File: config.mk
export PLATFORM = sky130hd
export DESIGN_NAME = id2exe_skid_reg_flat
export DESIGN_NICKNAME = d
export VERILOG_FILES = /design/src/rtl/id2exe_skid_reg_pkg.sv /design/src/rtl/id2exe_skid_reg_if.sv /design/src/rtl/id2exe_skid_reg_entry.sv /design/src/rtl/id2exe_skid_reg.sv /design/src/flat_wrapper.sv
export SDC_FILE = /design/constraint.sdc
export NUM_CORES = 1
export LEC_CHECK = 0
export BUFFER_PORTS_ARGS = -buffer_cell sky130_fd_sc_hd__buf_2
export CAP_MARGIN = 20
export CORE_ASPECT_RATIO = 1.2
export CORE_MARGIN = 1
export CORE_UTILIZATION = 49
export DETAILED_ROUTE_END_ITERATION = 6
export PLACE_DENSITY = 0.85
export REMOVE_ABC_BUFFERS = 1
export SYNTH_ARGS = -nofsm -noshare
export SYNTH_HDL_FRONTEND = slang
export SYNTH_SLANG_ARGS = --single-unit
File: constraint.sdc
create_clock -name clk -period 1.8 [get_ports clk]
set_input_delay 0 -clock clk [delete_from_list [all_inputs] [get_ports clk]]
set_output_delay 0 -clock clk [all_outputs]
set_load 0.02 [all_outputs]
File: src/rtl/id2exe_skid_reg_pkg.sv
// Shared decode/execute definitions: control-bundle layout, EXE command codes, default widths.
package id2exe_skid_reg_pkg;

  localparam int unsigned DEF_CTRL_W  = 9;
  localparam int unsigned DEF_DATA_W  = 32;
  localparam int unsigned DEF_NUM_OPS = 2;
  localparam int unsigned DEF_IMM_W   = 24;
  localparam int unsigned DEF_REG_W   = 4;
  localparam int unsigned DEF_CNT_W   = 16;

  // Bit offsets inside the control bundle; EXE_CMD occupies [3:0]
  localparam int unsigned CTRL_EXE_CMD = 0;
  localparam int unsigned CTRL_S       = 4;
  localparam int unsigned CTRL_B       = 5;
  localparam int unsigned CTRL_MEM_W   = 6;
  localparam int unsigned CTRL_MEM_R   = 7;
  localparam int unsigned CTRL_WB_EN   = 8;

  typedef enum logic [3:0] {
    EXE_NOP = 4'd0,
    EXE_MOV = 4'd1,
    EXE_ADD = 4'd2,
    EXE_ADC = 4'd3,
    EXE_SUB = 4'd4,
    EXE_SBC = 4'd5,
    EXE_AND = 4'd6,
    EXE_ORR = 4'd7,
    EXE_EOR = 4'd8,
    EXE_MVN = 4'd9
  } exe_cmd_e;

  // Width of the non-control payload {pc, ops, imm, regs}
  function automatic int unsigned payload_w(input int unsigned data_w, input int unsigned num_ops,
                                            input int unsigned imm_w, input int unsigned reg_w);
    return data_w * (num_ops + 1) + imm_w + 3 * reg_w;
  endfunction

endpackage

File: src/rtl/id2exe_skid_reg_if.sv
// Valid/ready instruction bus between pipeline stages.
interface id2exe_skid_reg_if
  import id2exe_skid_reg_pkg::*;
#(
  parameter int unsigned CTRL_W  = DEF_CTRL_W,
  parameter int unsigned DATA_W  = DEF_DATA_W,
  parameter int unsigned NUM_OPS = DEF_NUM_OPS,
  parameter int unsigned IMM_W   = DEF_IMM_W,
  parameter int unsigned REG_W   = DEF_REG_W
);
  logic                        valid;
  logic                        ready;
  logic [CTRL_W-1:0]           ctrl;
  logic [DATA_W-1:0]           pc;
  logic [NUM_OPS*DATA_W-1:0]   ops;
  logic [IMM_W-1:0]            imm;
  logic [3*REG_W-1:0]          regs;

  modport master (output valid, ctrl, pc, ops, imm, regs, input ready);
  modport slave  (input valid, ctrl, pc, ops, imm, regs, output ready);
endinterface

File: src/rtl/id2exe_skid_reg_entry.sv
// One pipeline entry: valid bit, control (zero whenever invalid) and payload.
module pipe_entry_reg #(
  parameter int unsigned CTRL_W     = 9,
  parameter int unsigned PAY_W      = 32,
  parameter bit          CLEAR_DATA = 1'b1
) (
  input  logic              clk,
  input  logic              rst,
  input  logic              load,
  input  logic              drop,
  input  logic              flush,
  input  logic [CTRL_W-1:0] d_ctrl,
  input  logic [PAY_W-1:0]  d_pay,
  output logic              valid,
  output logic [CTRL_W-1:0] q_ctrl,
  output logic [PAY_W-1:0]  q_pay
);

  // Payload is only zeroed by flush (when enabled); a normal drain leaves it stale
  always_ff @(posedge clk or negedge rst) begin
    if (!rst) begin
      valid  <= 1'b0;
      q_ctrl <= '0;
      q_pay  <= '0;
    end else if (flush || drop) begin
      valid  <= 1'b0;
      q_ctrl <= '0;
      if (flush && CLEAR_DATA) q_pay <= '0;
    end else if (load) begin
      valid  <= 1'b1;
      q_ctrl <= d_ctrl;
      q_pay  <= d_pay;
    end
  end

endmodule

File: src/rtl/id2exe_skid_reg.sv
// ID->EXE pipeline register with registered ready, 2-entry skid storage, flush and stall counter.
module id2exe_skid_reg
  import id2exe_skid_reg_pkg::*;
#(
  parameter int unsigned CTRL_W     = DEF_CTRL_W,
  parameter int unsigned DATA_W     = DEF_DATA_W,
  parameter int unsigned NUM_OPS    = DEF_NUM_OPS,
  parameter int unsigned IMM_W      = DEF_IMM_W,
  parameter int unsigned REG_W      = DEF_REG_W,
  parameter int unsigned CNT_W      = DEF_CNT_W,
  parameter bit          CLEAR_DATA = 1'b1
) (
  input  logic               clk,
  input  logic               rst,
  input  logic               flush,
  id2exe_skid_reg_if.slave   in_if,
  id2exe_skid_reg_if.master  out_if,
  output logic [CNT_W-1:0]   stall_cnt
);

  localparam int unsigned PAY_W = payload_w(DATA_W, NUM_OPS, IMM_W, REG_W);

  logic              ready_q, push, pop;
  logic              m_v, s_v, s_v_next;
  logic              m_load, m_from_s, m_drop, s_load, s_drop;
  logic [CTRL_W-1:0] m_ctrl, s_ctrl, m_d_ctrl;
  logic [PAY_W-1:0]  m_pay, s_pay, m_d_pay, in_pay;

  assign in_pay = {in_if.pc, in_if.ops, in_if.imm, in_if.regs};
  assign push   = in_if.valid & ready_q;
  assign pop    = m_v & out_if.ready;

  // Entry control: S always drains into M before fresh input is taken
  always_comb begin
    m_load   = 1'b0;
    m_from_s = 1'b0;
    m_drop   = 1'b0;
    s_load   = 1'b0;
    s_drop   = 1'b0;
    s_v_next = s_v;
    if (flush) begin
      s_v_next = 1'b0;
    end else if (!m_v) begin
      m_load = push;
    end else if (pop) begin
      if (s_v) begin
        m_load   = 1'b1;
        m_from_s = 1'b1;
        s_drop   = 1'b1;
        s_v_next = 1'b0;
      end else if (push) begin
        m_load = 1'b1;
      end else begin
        m_drop = 1'b1;
      end
    end else if (push) begin
      s_load   = 1'b1;
      s_v_next = 1'b1;
    end
  end

  assign m_d_ctrl = m_from_s ? s_ctrl : in_if.ctrl;
  assign m_d_pay  = m_from_s ? s_pay  : in_pay;

  pipe_entry_reg #(.CTRL_W(CTRL_W), .PAY_W(PAY_W), .CLEAR_DATA(CLEAR_DATA)) u_main (
    .clk(clk), .rst(rst), .load(m_load), .drop(m_drop), .flush(flush),
    .d_ctrl(m_d_ctrl), .d_pay(m_d_pay), .valid(m_v), .q_ctrl(m_ctrl), .q_pay(m_pay)
  );

  pipe_entry_reg #(.CTRL_W(CTRL_W), .PAY_W(PAY_W), .CLEAR_DATA(CLEAR_DATA)) u_skid (
    .clk(clk), .rst(rst), .load(s_load), .drop(s_drop), .flush(flush),
    .d_ctrl(in_if.ctrl), .d_pay(in_pay), .valid(s_v), .q_ctrl(s_ctrl), .q_pay(s_pay)
  );

  // Ready looks one cycle ahead at skid occupancy so no combinational path from out ready
  always_ff @(posedge clk or negedge rst) begin
    if (!rst) ready_q <= 1'b1;
    else      ready_q <= !s_v_next;
  end

  always_ff @(posedge clk or negedge rst) begin
    if (!rst) begin
      stall_cnt <= '0;
    end else if (m_v && !out_if.ready && !flush && (stall_cnt != {CNT_W{1'b1}})) begin
      stall_cnt <= stall_cnt + CNT_W'(1);
    end
  end

  assign in_if.ready  = ready_q;
  assign out_if.valid = m_v;
  assign out_if.ctrl  = m_ctrl;
  assign {out_if.pc, out_if.ops, out_if.imm, out_if.regs} = m_pay;

endmodule

File: src/flat_wrapper.sv
// flat-port wrapper written by rule: the top's interface ports become plain ports
module id2exe_skid_reg_flat import id2exe_skid_reg_pkg::*;
#(
  parameter int unsigned CTRL_W     = DEF_CTRL_W,
  parameter int unsigned DATA_W     = DEF_DATA_W,
  parameter int unsigned NUM_OPS    = DEF_NUM_OPS,
  parameter int unsigned IMM_W      = DEF_IMM_W,
  parameter int unsigned REG_W      = DEF_REG_W,
  parameter int unsigned CNT_W      = DEF_CNT_W,
  parameter bit          CLEAR_DATA = 1'b1
)
  (clk, rst, flush, stall_cnt, in_if_valid, in_if_ctrl, in_if_pc, in_if_ops, in_if_imm, in_if_regs, in_if_ready, out_if_valid, out_if_ctrl, out_if_pc, out_if_ops, out_if_imm, out_if_regs, out_if_ready);
  id2exe_skid_reg_if #(.CTRL_W(CTRL_W), .DATA_W(DATA_W), .NUM_OPS(NUM_OPS), .IMM_W(IMM_W), .REG_W(REG_W)) in_if_i ();
  id2exe_skid_reg_if #(.CTRL_W(CTRL_W), .DATA_W(DATA_W), .NUM_OPS(NUM_OPS), .IMM_W(IMM_W), .REG_W(REG_W)) out_if_i ();
  input  logic clk;
  input  logic rst;
  input  logic flush;
  output logic [CNT_W-1:0] stall_cnt;
  input wire logic [$bits(in_if_i.valid)-1:0] in_if_valid;
  input wire logic [$bits(in_if_i.ctrl)-1:0] in_if_ctrl;
  input wire logic [$bits(in_if_i.pc)-1:0] in_if_pc;
  input wire logic [$bits(in_if_i.ops)-1:0] in_if_ops;
  input wire logic [$bits(in_if_i.imm)-1:0] in_if_imm;
  input wire logic [$bits(in_if_i.regs)-1:0] in_if_regs;
  output wire logic [$bits(in_if_i.ready)-1:0] in_if_ready;
  output wire logic [$bits(out_if_i.valid)-1:0] out_if_valid;
  output wire logic [$bits(out_if_i.ctrl)-1:0] out_if_ctrl;
  output wire logic [$bits(out_if_i.pc)-1:0] out_if_pc;
  output wire logic [$bits(out_if_i.ops)-1:0] out_if_ops;
  output wire logic [$bits(out_if_i.imm)-1:0] out_if_imm;
  output wire logic [$bits(out_if_i.regs)-1:0] out_if_regs;
  input wire logic [$bits(out_if_i.ready)-1:0] out_if_ready;
  assign in_if_i.valid = in_if_valid;
  assign in_if_i.ctrl = in_if_ctrl;
  assign in_if_i.pc = in_if_pc;
  assign in_if_i.ops = in_if_ops;
  assign in_if_i.imm = in_if_imm;
  assign in_if_i.regs = in_if_regs;
  assign in_if_ready = in_if_i.ready;
  assign out_if_valid = out_if_i.valid;
  assign out_if_ctrl = out_if_i.ctrl;
  assign out_if_pc = out_if_i.pc;
  assign out_if_ops = out_if_i.ops;
  assign out_if_imm = out_if_i.imm;
  assign out_if_regs = out_if_i.regs;
  assign out_if_i.ready = out_if_ready;
  id2exe_skid_reg #(.CTRL_W(CTRL_W), .DATA_W(DATA_W), .NUM_OPS(NUM_OPS), .IMM_W(IMM_W), .REG_W(REG_W), .CNT_W(CNT_W), .CLEAR_DATA(CLEAR_DATA)) u_core (.clk(clk), .rst(rst), .flush(flush), .in_if(in_if_i), .out_if(out_if_i), .stall_cnt(stall_cnt));
endmodule
==> impl_metrics.json <==
{
  "status": "complete, but fails checks",
  "failed_checks": "setup timing",
  "crit_path_end_kind": "register",
  "cts_tree": "done",
  "vias": 14149,
  "drive_above_1_share_pct": 26.3,
  "clkSinkCount": 301,
  "drc": 0,
  "use_met1_pct": 35.6,
  "p_int_mw": 12.2,
  "slew_violations": 0,
  "hold_viol": 0,
  "power.static_leakage_nw": 9.01,
  "clock_skew_ns": 0.0260,
  "grt_pass1_wl_mm": 68.3,
  "fin_setup_tns_ns": -1.27,
  "die_y_um": 185,
  "ir_drop_v": 0.000890,
  "dpl_cell_area_sq_um": 16100,
  "rsz0062_at_grt": "true",
  "worst_slack_ns": -0.140,
  "dp_hpwl_mm": 24.1,
  "ys_ff_latch": 301,
  "finalCritPeriodShare_pct": 108,
  "yosysUniqueCellTypes": 45,
  "crit_type": "reg -> reg",
  "busiest_layer": "met2",
  "yosysTopAreaCell": "dfrtp_1",
  "critPathLaunchType": "register",
  "port_buffers": 304,
  "syn_inst": 1470,
  "fp.coreArea_sq_um": 27300,
  "ant_nets": 0,
  "cts.root.buffer_cell": "clkbuf_16",
  "synth-edff-count": 0,
  "use_met3_pct": 5.55,
  "max_stage_delay_ns": 0.47,
  "stdcell_area_sq_um": 19300,
  "synth_top_area_share_pct": 54.7,
  "hold_path_class": "in -> reg",
  "p_comb_share_pct": 18.3,
  "htreeDepth": 1,
  "period_needed_ns": 1.94,
  "pwr-share-clk_pct": 37.5,
  "viasPerCell": 6.14,
  "final_nets": 2055,
  "avgSynthCellArea_sq_um": 9.34,
  "drtPass1Iterations": 6,
  "finalSetupViolations": 29,
  "met2_usage_pct": 50.0,
  "cts_buffer_depth": 3,
  "grt.total_usage_pct": 29.6,
  "start_util_pct": 50.2,
  "wire_per_inst_um": 21.1,
  "rows": 66,
  "gp_congestion": 0.847,
  "worst_pin_slew_ns": 0.820,
  "area_delta_synth_final_pct": 40.4,
  "slowest_stage": "dfrtp_1",
  "required_ns": 2.26,
  "first_iter_violations": 1546,
  "clk_pin_slew_ns": 0.07,
  "ys.flop_type": "dfrtp_1",
  "final_core_util_pct": 70.5,
  "p_per_area_nw_per_um2": 890,
  "drt_wl_total_mm": 48.7,
  "cts_buffers": 29,
  "synthArstFlopShare_pct": 100,
  "grt_max_degree": 183,
  "drv_cap": 0,
  "die_width_um": 155,
  "fmax_ghz": 0.515,
  "gr-total-overflow": 0,
  "pin_count": 305,
  "seq_power_share_pct": 44.2,
  "path_max_fanout": 3,
  "holdWs_ns": 0.111,
  "ys_seq_area_share_pct": 54.9,
  "synthTopCellsByArea": "dfrtp_1 55%, o41ai_1 8.4%, nand2_1 7.7%, nand2b_1 6.1%, nor3_1 5.1%",
  "synth_area_sq_um": 13700,
  "antenna_found_initial": 0,
  "cp.arrival_ns": 2.40,
  "maxSlewHeadroom_pct": 45.4,
  "p_sw_share_pct": 29.0,
  "yosysWarnings": 0,
  "insertion_delay_ns": 0.57,
  "cp_cell_sequence": "ha_4 -> buf_4 -> and4_1 -> o2111ai_1 -> nor3_1 -> xor2_1",
  "p_switching_mw": 4.97,
  "dieArea_sq_um": 28700,
  "grt_pass1_vias": 13698
}
## worst max-delay path: cells and delay by family, from the launching register on
family	cells	cell delay, ns
DFF	1	0.47
and+or+nand+nor	2	0.56
AOI/OAI and AO/OA	1	0.27
buffers and inverters	1	0.13
xor gates and xnor gates	1	0.21
adders and majority gates	1	0.19
## cell usage after synthesis (all sizes together), types with 2 or more instances
master  count
a22o       10
and3        2
buf        45
clkbuf     92
dfrtp     300
mux2i       9
nand2     281
nand2b    134
nand3       8
nand3b      2
nand4       4
nor2      136
nor3      140
nor4        4
o21ai     132
o22ai       9
o41ai     132
or4         2
xnor2       6
xor2        8
## cell type report
type	count	area, sq um
Clock inverter	11	145
Inverter	1	3.75
Antenna cell	1	2.50
Fill cell	1717	8060
Multi-Input combinational cell	1031	5950
Timing Repair Buffer	544	4320
Tap cell	374	468
Sequential cell	301	7540
Clock buffer	43	838
## repair_timing
item	4_1_cts	5_1_grt
hold endpoints to repair	567	0
endpoints found under the setup margin	2	151
pin swaps	0	4
buffers inserted	0	13
hold buffers	145	0
gates resized for setup	2	61
gates cloned	0	10
## sequential cells by signal, summed over array words and instances (netlist names)
register              count
u_core.u_main.valid       1
u_core.u_skid.q_pay     132
u_core.u_main.q_ctrl      9
u_core.u_skid.q_ctrl      9
u_core.in_if.ready        1
u_core.stall_cnt         16
u_core.u_main.q_pay     132
u_core.u_skid.valid       1
## final timing paths
check                                               startpoint                             endpoint  slack, ns  cells after the start
setup / recovery               u_core.stall_cnt[1]$_DFFE_PN0P_     u_core.stall_cnt[14]$_DFFE_PN0P_      -0.14                      6
hold / removal                                     in_if_valid  u_core.u_skid.q_pay[39]$_DFFE_PN0P_       0.11                      6
setup reg to reg               u_core.stall_cnt[1]$_DFFE_PN0P_     u_core.stall_cnt[14]$_DFFE_PN0P_      -0.14                      6
hold reg to reg            u_core.u_main.q_pay[73]$_DFFE_PN0P_  u_core.u_main.q_pay[73]$_DFFE_PN0P_       0.47                      2
max in group asynchronous                                  rst      u_core.stall_cnt[9]$_DFFE_PN0P_       0.52                      4
min in group asynchronous                                  rst  u_core.u_skid.q_pay[38]$_DFFE_PN0P_       0.51                      3
## through the flow
stage | total power [mW] | setup WS, ns | cells
2_1_floorplan | 8.84 | -9.19 | 1333
3_3_place_gp | 10.0 | 0.129 | 2083
3_5_place_dp | 10.1 | 0.0450 | 2083
4_1_cts | 16.6 | 0.00748 | 2282
5_1_grt | 17.6 | -0.148 | 2305
6_report | 17.1 | -0.140 | 2306
## cell usage in the layout (no fill, tap or decap), types with 4 or more instances in the layout
cell           count
a22o_1            10
buf_12            26
buf_16             6
buf_2            302
buf_4             49
buf_6              6
clkbuf_1           8
clkbuf_16         38
clkbuf_8           6
dfrtp_1          296
dfrtp_2            4
dlygate4sd3_1    145
mux2i_1            9
nand2_1          281
nand2b_1         133
nand3_1            6
nor2_1           135
nor3_1           139
o21ai_0           60
o21ai_1           71
o22ai_1            9
o41ai_1           92
o41ai_2           39
xnor2_1            6
xor2_1             8
## kinds of logic (layout without fill, tap and decap cells)
| kind of cell | count (synthesis) | count (layout) | synth area share (%) |
|---|---|---|---|
| compound gates | 289 | 289 | 14.6 |
| mux | 10 | 10 | 0.738 |
| fa+ha+maj | 1 | 1 | 0.0911 |
| simple gates | 717 | 717 | 24.2 |
| xor+xnor | 14 | 14 | 0.893 |
| other cells | 0 | 1 | 0 |
| buf+inv | 138 | 599 | 4.63 |
| flops | 301 | 301 | 54.9 |
## power by group through the flow
stage / Clock (mW) / Sequential [mW] / Combinational, mW
final: 6.43 / 7.58 / 3.14
after global routing: 6.74 / 7.59 / 3.31
after CTS: 6.40 / 7.51 / 2.73
after detailed placement: 0 / 7.63 / 2.46
after global placement: 0 / 7.61 / 2.40
after floorplan: 0 / 8.03 / 0.815
## layer usage
| layer | routed length [um] | vias up |
|---|---|---|
| met2 | 24000 | 1081 |
| met1 | 17200 | 6781 |
| met3 | 4400 | 296 |
| li1 | - | 5991 |
| met5 | 0 | - |
| met4 | 3120 | 0 |
No activity file was read; power rests on OpenSTA's default activity.
